[src/rtl/if_pkg.sv]
// Shared definitions for the instruction fetch unit: state encoding,
// PC increment and the default reset fetch address.
package if_pkg;

    localparam int unsigned XLEN = 32;

    localparam logic [XLEN-1:0] PC_STEP          = XLEN'(4);
    localparam logic [XLEN-1:0] RESET_PC_DEFAULT = XLEN'(0);

    typedef enum logic [1:0] {
        FETCH   = 2'd0,
        READY   = 2'd1,
        DISCARD = 2'd2
    } fetch_state_e;

endpackage

[src/rtl/if_fetch_unit.sv]
// Instruction fetch unit: issues instruction-memory requests, buffers the
// returned word and presents it to the IF register, redirecting on branches.
// Optional feature: define IF_FETCH_BYPASS_EN to forward a zero-wait memory
// response straight to the outputs for one instruction per cycle.
module if_fetch_unit
    import if_pkg::*;
#(
    parameter logic [XLEN-1:0] RESET_PC = RESET_PC_DEFAULT
) (
    input  logic            clk,
    input  logic            rst,
    input  logic            freeze,
    input  logic            branch_taken,
    input  logic [XLEN-1:0] branch_addr,
    output logic            imem_req,
    output logic [XLEN-1:0] imem_addr,
    input  logic            imem_ready,
    input  logic [XLEN-1:0] imem_rdata,
    output logic [XLEN-1:0] pc_out,
    output logic [XLEN-1:0] instruction_out,
    output logic            stall_out
);

    fetch_state_e    state_q, state_d;
    logic [XLEN-1:0] fetch_pc_q, fetch_pc_d;
    logic [XLEN-1:0] target_pc_q, target_pc_d;
    logic [XLEN-1:0] buf_pc_q, buf_pc_d;
    logic [XLEN-1:0] buf_instr_q, buf_instr_d;
    logic [XLEN-1:0] pc_next;

    // Sequential PC, wraps modulo 2^32
    assign pc_next = fetch_pc_q + PC_STEP;

    // State and datapath registers, asynchronous reset
    always_ff @(posedge clk or posedge rst) begin
        if (rst) begin
            state_q     <= FETCH;
            fetch_pc_q  <= RESET_PC;
            target_pc_q <= '0;
            buf_pc_q    <= '0;
            buf_instr_q <= '0;
        end else begin
            state_q     <= state_d;
            fetch_pc_q  <= fetch_pc_d;
            target_pc_q <= target_pc_d;
            buf_pc_q    <= buf_pc_d;
            buf_instr_q <= buf_instr_d;
        end
    end

    // Next-state, register updates and outputs
    always_comb begin
        state_d         = state_q;
        fetch_pc_d      = fetch_pc_q;
        target_pc_d     = target_pc_q;
        buf_pc_d        = buf_pc_q;
        buf_instr_d     = buf_instr_q;
        imem_req        = 1'b0;
        imem_addr       = fetch_pc_q;
        stall_out       = 1'b1;
        pc_out          = buf_pc_q;
        instruction_out = buf_instr_q;

        case (state_q)
            FETCH: begin
                imem_req = 1'b1;
                if (imem_ready) begin
                    if (branch_taken) begin
                        // Redirect wins; the returned word is stale
                        fetch_pc_d = branch_addr;
                    end else begin
                        buf_pc_d    = pc_next;
                        buf_instr_d = imem_rdata;
                        fetch_pc_d  = pc_next;
`ifdef IF_FETCH_BYPASS_EN
                        if (!freeze) begin
                            pc_out          = pc_next;
                            instruction_out = imem_rdata;
                            stall_out       = 1'b0;
                        end else begin
                            state_d = READY;
                        end
`else
                        state_d = READY;
`endif
                    end
                end else if (branch_taken) begin
                    // Request cannot be aborted; wait for it and drop the data
                    target_pc_d = branch_addr;
                    state_d     = DISCARD;
                end
            end

            DISCARD: begin
                imem_req = 1'b1;
                if (imem_ready) begin
                    fetch_pc_d = branch_taken ? branch_addr : target_pc_q;
                    state_d    = FETCH;
                end else if (branch_taken) begin
                    target_pc_d = branch_addr;
                end
            end

            READY: begin
                stall_out = 1'b0;
                if (branch_taken) begin
                    fetch_pc_d = branch_addr;
                    state_d    = FETCH;
                end else if (!freeze) begin
                    state_d = FETCH;
                end
            end

            default: begin
                state_d = FETCH;
            end
        endcase

        // No request and no valid instruction while reset is held
        if (rst) begin
            imem_req        = 1'b0;
            stall_out       = 1'b1;
            pc_out          = '0;
            instruction_out = '0;
        end
    end

endmodule
[config.mk]
export PLATFORM = sky130hd
export DESIGN_NAME = if_fetch_unit
export DESIGN_NICKNAME = d
export VERILOG_FILES = /design/src/rtl/if_pkg.sv /design/src/rtl/if_fetch_unit.sv
export SDC_FILE = /design/constraint.sdc
export NUM_CORES = 1
export LEC_CHECK = 0
export ABC_CLOCK_PERIOD_IN_PS = 9100
export CAP_MARGIN = 20
export CELL_PAD_IN_SITES_DETAIL_PLACEMENT = 0
export CELL_PAD_IN_SITES_GLOBAL_PLACEMENT = 1
export CORE_MARGIN = 5
export CORE_UTILIZATION = 52
export CTS_CLUSTER_DIAMETER = 100
export CTS_CLUSTER_SIZE = 14
export DETAILED_ROUTE_END_ITERATION = 12
export DONT_BUFFER_PORTS = 1
export PLACE_DENSITY = 0.87
export SLEW_MARGIN = 10
export SYNTH_ARGS = -nofsm -noshare
export SYNTH_HDL_FRONTEND = slang
export SYNTH_SLANG_ARGS = --single-unit
[constraint.sdc]
create_clock -name clk -period 9.1 [get_ports clk]
set_input_delay 1.365 -clock clk [delete_from_list [all_inputs] [get_ports clk]]
set_output_delay 1.365 -clock clk [all_outputs]
set_load 0.005 [all_outputs]
==> flow_summary.ini <==
[status]
status = finished clean

[setup_path]
arrival_ns = 2.20
start_kind = register
crit_path_end_kind = output pin
critPathMaxFanout = 24
crit_type = register to output pin
cp.required_ns = 7.74

[cts]
cts_resized = 0
h-tree-depth = 4
cts_buffers = 17
cts_tree = built
clk_path_buf_depth = 2
insertion_delay_ns = 0.42
postCtsSetupRepairBufs = 0
ctsRootBufferMaster = clkbuf_16
path_clk_slew_ns = 0.05
clock_sinks = 130
cts_hold_buf = 0

[layout]
stdcell_area_um2 = 8170
drive_gt1_share_pct = 11.1
nNetsFinal = 891
final_cell_mix = nand2_1, dfrtp_1, nor2b_1
multiInputGateArea_um2 = 3960
final_common_cell = nand2_1
seq_area_um2 = 3250
fillers = 1297
syn2layout_area_growth_pct = 7.28
antenna_cells = 0
final_cells = 1015

[synth]
synth_edf_count = 0
synth_area_leaders = dfrtp_1, nand2_1, mux2_2
synth-seq-area-share_pct = 42.7
synth_seq_cells = 130
synth_top_area_share_pct = 42.7
synth_nets = 941
yosys.area.top_type = dfrtp_1
async_reset_ff_share_pct = 100
syn_inst = 868
synthDistinctLibCells = 63
yosys_warnings = 0
ys.flop_type = dfrtp_1
syn_area_um2 = 7620
avgSynthCellArea_um2 = 8.78

[timing]
setup-violations-final = 0
slew_headroom_pct = 27.5
period_minus_slack_ns = 3.56
rsz0062_at_grt = no
clock.fmax_mhz = 281
finalHoldViolations = 0
tightest_slew_ns = 1.09
report.final.slew_viol_count = 0
period_share_pct = 39.1
setup_tns_ns = 0
worst_clock_skew_ns = 0.00811

[placement]
place.gp.congestion = 0.880
placed_area_um2 = 7560
dp_cells = 981
dp_hpwl_um = 14900
io_buffers = 0

[die]
fp.coreArea_um2 = 14500
initial_utilization_pct = 52.6
fp.dieW_um = 131
die_area_um2 = 17200
io_pins = 167
chipHeight_um = 131
placement_rows = 44

[power_and_ir_drop]
seqPwrFrac_pct = 37.3
ir_drop_mv = 0.160
power.share.clock_pct = 21.5
p_int_uw = 1830
powerDensity_nw_per_um2 = 387
netSwitchingFraction_pct = 42.1
combPwrFrac_pct = 41.2
switching_power_uw = 1330
p_leak_uw = 0.00336

[hold_path]
hold_path_class = register to register

[drt]
drtPass1Iterations = 5
antenna_left = 0
wire_per_inst_um = 21.0
avgViaCountPerCell = 6.25
drt_iter0_drc = 523
route.vias.total = 6343
wirelength_um = 21300
post-route-drc-count = 0

[job]
drv_cap = 0

[grt]
grt.total_usage_pct = 25.1
grt_pass1_wl_um = 33400
grt_start_max_net_pins = 74
antenna_found_initial = 0
overflow = 0
grt_pass1_vias = 6049
-- synthesized netlist by cell type (7+ instances only) --
| cell | instances |
|---|---|
| nand2_1 | 183 |
| dfrtp_1 | 130 |
| nor2b_1 | 67 |
| clkbuf_1 | 48 |
| mux2_2 | 41 |
| nor2_1 | 31 |
| o21ai_0 | 31 |
| nand3_1 | 24 |
| nor4_1 | 23 |
| a21oi_1 | 22 |
| nand4_1 | 20 |
| buf_2 | 18 |
| o31ai_1 | 17 |
| o211ai_1 | 15 |
| inv_1 | 14 |
| mux2i_1 | 13 |
| a31oi_1 | 12 |
| nor3_1 | 10 |
| or3_1 | 10 |
| a22oi_1 | 9 |
| a211oi_1 | 8 |
| or4_1 | 8 |
| a21boi_0 | 7 |
| a311oi_1 | 7 |
-- worst paths after layout --
path	cells after the start	from	end	slack [ns]
min in group asynchronous	1	rst	buf_instr_q[31]	0.96
max in group asynchronous	2	rst	buf_pc_q[31]	6.67
hold reg to reg	2	buf_instr_q[2]	buf_instr_q[2]	0.46
hold / removal	2	buf_instr_q[2]	buf_instr_q[2]	0.46
setup / recovery	4	state_q[0]	imem_req	5.54
setup reg to reg	6	state_q[0]	target_pc_q[29]	5.78
-- metrics by stage --
step	hold slack (ns)	setup WS (ns)	power, uW	util [%]
4_1_cts	0.469	5.55	3150	56.3
5_1_grt	0.489	5.42	3390	56.4
6_report	0.464	5.54	3170	56.4
3_3_place_gp	0.449	5.63	2410	52.2
2_1_floorplan	0.438	3.24	2160	-
3_5_place_dp	0.455	5.61	2470	52.2
-- layout make-up --
cell class	count	area share [%]
repair buffers	9	0.827
clock inverters	9	1.26
inverters	15	0.720
well taps	184	2.82
clock buffers	23	6.09
multi-input cells	645	48.5
flip-flops and latches	130	39.8
-- registers in the layout (all words and copies together), names as in the netlist --
| register | cells |
|---|---|
| state_q | 2 |
| imem_addr | 32 |
| buf_pc_q | 32 |
| target_pc_q | 32 |
| buf_instr_q | 32 |
-- critical path, cell delays in order (launching register included) --
cell     delay (ns)
dfrtp_1        0.42
inv_1          0.10
ha_1           0.78
nor2_1         0.16
nor2_1         0.31
-- metal layers --
metal  GRT usage [%]  part of all wire [%]  up-vias
met3            6.63                   9.7       38
met4            9.74                   2.1        0
li1                -                     -     2999
met5               0                     0        -
met1            35.3                    44     3021
met2            37.2                    44      285
-- power groups by stage --
stage	logic, uW	clock network [uW]	registers (uW)
4_1_cts	1290	694	1170
5_1_grt	1450	720	1220
3_3_place_gp	1240	0	1160
6_report	1300	682	1180
2_1_floorplan	1130	0	1020
3_5_place_dp	1280	0	1180
-- cell families after synthesis --
family	share of synthesized area, %
flops	42.7
xor+xnor	1.26
mux	7.77
buf+inv	5.37
compound gates	15.4
fa+ha+maj	0.657
simple gates	26.8
Power figures use the tool's default switching activity.
